`config.mk`:
```
export PLATFORM = sky130hd
export DESIGN_NAME = alu_seq_divider
export DESIGN_NICKNAME = d
export VERILOG_FILES = /design/src/rtl/alu_seq_divider.sv
export SDC_FILE = /design/constraint.sdc
export NUM_CORES = 1
export LEC_CHECK = 0
export ABC_AREA = 1
export BUFFER_PORTS_ARGS = -buffer_cell sky130_fd_sc_hd__buf_2
export CORE_UTILIZATION = 52
export CTS_CLUSTER_DIAMETER = 40
export DETAILED_ROUTE_END_ITERATION = 16
export PLACE_DENSITY = 0.75
export SETUP_SLACK_MARGIN = 0.02
export SYNTH_ARGS = -nofsm -noshare
export SYNTH_HDL_FRONTEND = slang
export SYNTH_SLANG_ARGS = --single-unit
```
`constraint.sdc`:
```
create_clock -name clk -period 5.19 [get_ports clk]
set_input_delay 0.2595 -clock clk [delete_from_list [all_inputs] [get_ports clk]]
set_output_delay 0.2595 -clock clk [all_outputs]
set_load 0.05 [all_outputs]
```
`src/rtl/alu_seq_divider.sv`:
```
// Iterative restoring divider (RV32M DIV/DIVU/REM/REMU) that issues one SUB per cycle to an external N+1-bit ALU.
// Optional macro DIVIDER_DBZ_BYPASS_EN: a zero divisor skips the ITER phase and completes in three cycles.
module alu_seq_divider #(
    parameter int N = 32
) (
    input  logic         clk,
    input  logic         rst,
    input  logic         start,
    input  logic         signed_op,
    input  logic [N-1:0] dividend,
    input  logic [N-1:0] divisor,
    output logic         busy,
    output logic         done,
    output logic [N-1:0] quotient,
    output logic [N-1:0] remainder,
    output logic         div_by_zero,
    output logic [2:0]   alu_opc,
    output logic [N:0]   alu_a,
    output logic [N:0]   alu_b,
    input  logic [N:0]   alu_w,
    input  logic         alu_neg
);

    localparam int CNT_W = (N > 1) ? $clog2(N) : 1;

    typedef enum logic [1:0] {S_IDLE, S_PREP, S_ITER, S_FIX} state_t;

    state_t             state;
    logic [N-1:0]       a_l;
    logic [N-1:0]       b_l;
    logic               sgn_l;
    logic [N-1:0]       r_q;
    logic [N-1:0]       q_q;
    logic [N-1:0]       d_q;
    logic [CNT_W-1:0]   count;
    logic               sign_q;
    logic               sign_r;
    logic [N:0]         rs;
    logic               alu_w_msb_unused;

    // A successful subtract leaves a remainder below the divisor, so its MSB is always zero.
    assign alu_w_msb_unused = alu_w[N];

    function automatic logic [N-1:0] cond_neg(input logic en, input logic [N-1:0] v);
        logic signed [N-1:0] sv;
        sv = v;
        return en ? N'(-sv) : v;
    endfunction

    function automatic logic [N-1:0] magnitude(input logic is_signed, input logic [N-1:0] v);
        return cond_neg(is_signed && v[N-1], v);
    endfunction

    always_comb begin
        rs      = {r_q, q_q[N-1]};
        alu_opc = 3'b000;
        alu_a   = '0;
        alu_b   = '0;
        if (state == S_ITER) begin
            alu_opc = 3'b001;
            alu_a   = rs;
            alu_b   = {1'b0, d_q};
        end
    end

    always_ff @(posedge clk) begin
        if (rst) begin
            state       <= S_IDLE;
            busy        <= 1'b0;
            done        <= 1'b0;
            quotient    <= '0;
            remainder   <= '0;
            div_by_zero <= 1'b0;
            a_l         <= '0;
            b_l         <= '0;
            sgn_l       <= 1'b0;
            r_q         <= '0;
            q_q         <= '0;
            d_q         <= '0;
            count       <= '0;
            sign_q      <= 1'b0;
            sign_r      <= 1'b0;
        end else begin
            done <= 1'b0;
            case (state)
                S_IDLE: begin
                    if (start) begin
                        a_l   <= dividend;
                        b_l   <= divisor;
                        sgn_l <= signed_op;
                        busy  <= 1'b1;
                        state <= S_PREP;
                    end
                end
                S_PREP: begin
                    d_q    <= magnitude(sgn_l, b_l);
                    q_q    <= magnitude(sgn_l, a_l);
                    sign_q <= sgn_l & (a_l[N-1] ^ b_l[N-1]);
                    sign_r <= sgn_l & a_l[N-1];
                    r_q    <= '0;
                    count  <= '0;
`ifdef DIVIDER_DBZ_BYPASS_EN
                    state  <= (b_l == '0) ? S_FIX : S_ITER;
`else
                    state  <= S_ITER;
`endif
                end
                S_ITER: begin
                    // Restore on a negative trial subtract, otherwise keep the ALU difference.
                    if (!alu_neg) begin
                        r_q <= alu_w[N-1:0];
                        q_q <= {q_q[N-2:0], 1'b1};
                    end else begin
                        r_q <= rs[N-1:0];
                        q_q <= {q_q[N-2:0], 1'b0};
                    end
                    count <= count + 1'b1;
                    if (count == CNT_W'(N - 1)) begin
                        state <= S_FIX;
                    end
                end
                S_FIX: begin
                    busy  <= 1'b0;
                    done  <= 1'b1;
                    state <= S_IDLE;
                    if (d_q == '0) begin
                        quotient    <= '1;
                        remainder   <= a_l;
                        div_by_zero <= 1'b1;
                    end else begin
                        quotient    <= cond_neg(sign_q, q_q);
                        remainder   <= cond_neg(sign_r, r_q);
                        div_by_zero <= 1'b0;
                    end
                end
                default: state <= S_IDLE;
            endcase
        end
    end

endmodule

```
==> metrics.cfg <==
[run_status]
status = completed

[synth]
syn_avg_cell_area_um2 = 6.32
syn_area_mm2 = 0.0135
ys_ff_latch = 237
ys_types = 49
synth_edf_count = 0
async_reset_ff_frac = 0
syn_inst = 2140
ys_warn_count = 0
ys_dominant_reg_cell = dfxtp_1
yosysSeqAreaShare = 0.351

[routing]
first_pass_iters = 7
initialDrtViolationCount = 1112
totalWireLength_um = 41200
drc = 0
avgViaCountPerCell = 5.32
ant_nets = 0
vias = 14200
wl_per_cell_um = 15.4

[timing]
skew_ns = 0.0216
fin_crit_sh = 0.584
slew_headroom = 0.292
hold_viol_final = 0
fin_ws_ns = 2.16
setup_viol = 0
slew_viol_final = 0
worst_slew_pin_slew_ns = 1.06
rsz0062_at_grt = no
fin_crit_ns = 3.03
finalHoldWorstSlack_ns = 0.0182
final.setup.tns_ns = 0
fmaxAchievable_mhz = 330

[critical_path]
start_kind = flop
critPathLaunch = state[0]
cpMaxStageDelayCell = ha_1
arrival_ns = 3.45
path_max_fanout = 34
worst_ep_required_time_ns = 5.61
slowest_delay_ns = 0.98
reg2reg_from = state[0]
endpoint_kind = flop
crit_buf_inv = 2
path_cells = inv_1 > ha_1 > nand2_2 > buf_4 > a21oi_1 > o21ai_0 > a21oi_1
path_class = reg -> reg
cp_top_family = adder cells
crit_top_cell = a21oi_1

[floorplanning]
coreArea_mm2 = 0.0253
rows = 58
initial_core_util = 0.534
die_h_um = 163
die_x_um = 163
die-area_mm2 = 0.0267
io_pins = 238

[final_layout]
final_core_util = 0.632
final_cell_mix = nand2_1, inv_1, dfxtp_1, buf_2, nor2_1
mostFrequentLayoutCell = nand2_1
area_growth_pct = 18.4
design_area_mm2 = 0.0160
final_nets = 2431
drive_gt1_frac = 0.162

[power_and_ir_drop]
ir_drop_v = 0.000372
sw_frac_of_total = 0.448
intPower_uw = 4850
power.share.sequential = 0.286
p_switching_uw = 3940
p_comb_frac = 0.432
power_density_mw_per_mm2 = 549
leakage_uw = 0.00811
clockPowerShare = 0.283

[placed_design]
place_area_mm2 = 0.0148
dp_hpwl_um = 30000
dpl_worst_slack_ns = 2.18
gp_congestion = 0.917
port_buffers = 233

[clock_tree]
clk_path_buf_depth = 3
cts_setup_buffers = 0
cts_sinks = 237
hold_buffers = 0
cts_tree = done
htree_levels = 2
clk_pin_slew_ns = 0.05
clk_latency_ns = 0.51
cts_root_buf = clkbuf_16
cts-resized-gates = 0
cts_inserted_buffers = 38

[hold_path]
hold_path_class = in -> reg
min-delay-start = alu_w[7]

[global_routing]
grt_pass1_vias = 12800
antenna_found_initial = 3
grt_pass1_wl_um = 65600
grt_overflow = 0
track_usage = 0.307
grt_max_degree = 99

[flow_run]
cap_violations = 0

==> registers in the layout, indices dropped and copies added (netlist names), 2 cells and up <==
signal     flops
state          2
quotient      32
d_q           32
b_l           32
count          5
remainder     32
q_q           32
a_l           32
r_q           32
==> tightest hold or removal path, cell delays in order <==
cell and delay (ns):
buf_2 0.07, o21ai_0 0.06, a21oi_1 0.11
==> synth_stat cells, types with 15 or more instances <==
master / number / share of area
nand2_1: 470 / 0.13
inv_1: 313 / 0.087
dfxtp_1: 237 / 0.35
nor2_1: 220 / 0.061
a21oi_1: 200 / 0.074
o21ai_0: 173 / 0.064
nand3_1: 164 / 0.061
clkbuf_1: 75 / 0.021
o22ai_1: 30 / 0.014
xor2_1: 26 / 0.017
a31oi_1: 25 / 0.012
nand4_1: 23 / 0.011
buf_2: 21 / 0.0078
nor3_1: 18 / 0.0067
inv_2: 15 / 0.0042
o21ai_1: 15 / 0.0055
==> power by group through the flow <==
stage | registers [µW] | clock network, µW | logic (µW)
floorplan | 2640 | 0 | 2690
global placement | 2530 | 0 | 3680
detailed placement | 2540 | 0 | 3720
CTS | 2500 | 2510 | 3750
global route | 2560 | 2590 | 4230
finish | 2510 | 2480 | 3790
==> per-stage QoR <==
step / total power, µW / std cells
2_1_floorplan: 5330 / 2142
3_5_place_dp: 6260 / 2609
6_report: 8790 / 2676
4_1_cts: 8760 / 2674
5_1_grt: 9370 / 2675
3_3_place_gp: 6210 / 2609
==> path summary, 6_finish.rpt <==
kind	to	depth (start not counted)	slack (ns)
min reg2reg	count[4]	2	0.47
max reg2reg	r_q[28]	7	2.16
min	r_q[7]	3	0.02
max	r_q[28]	7	2.16
==> logic make-up after synthesis <==
kind of cell,after synthesis,synth area share
fa+ha+maj,10,0.00925
xor+xnor,28,0.0181
compound gates,496,0.204
buf+inv,439,0.126
simple gates,929,0.292
flops,237,0.351
other cells,1,0.000277
==> final cells by class <==
class	count	area, µm²
clock buffer	44	1010
inverter	329	1230
fill	2416	9310
sequential	237	4740
clock inverter	21	225
timing repair buffer	247	1270
multi-input combinational	1466	7110
antenna	2	5.00
tap	330	413
==> routing by layer <==
metal / wire length [µm] / vias to the layer above / GRT usage
met5: 13 / - / 0
met4: 889 / 2 / 0.0879
met3: 3730 / 59 / 0.0691
met2: 18000 / 562 / 0.482
met1: 18600 / 6365 / 0.418
li1: - / 7261 / -
(Power assumes the default switching activity.)
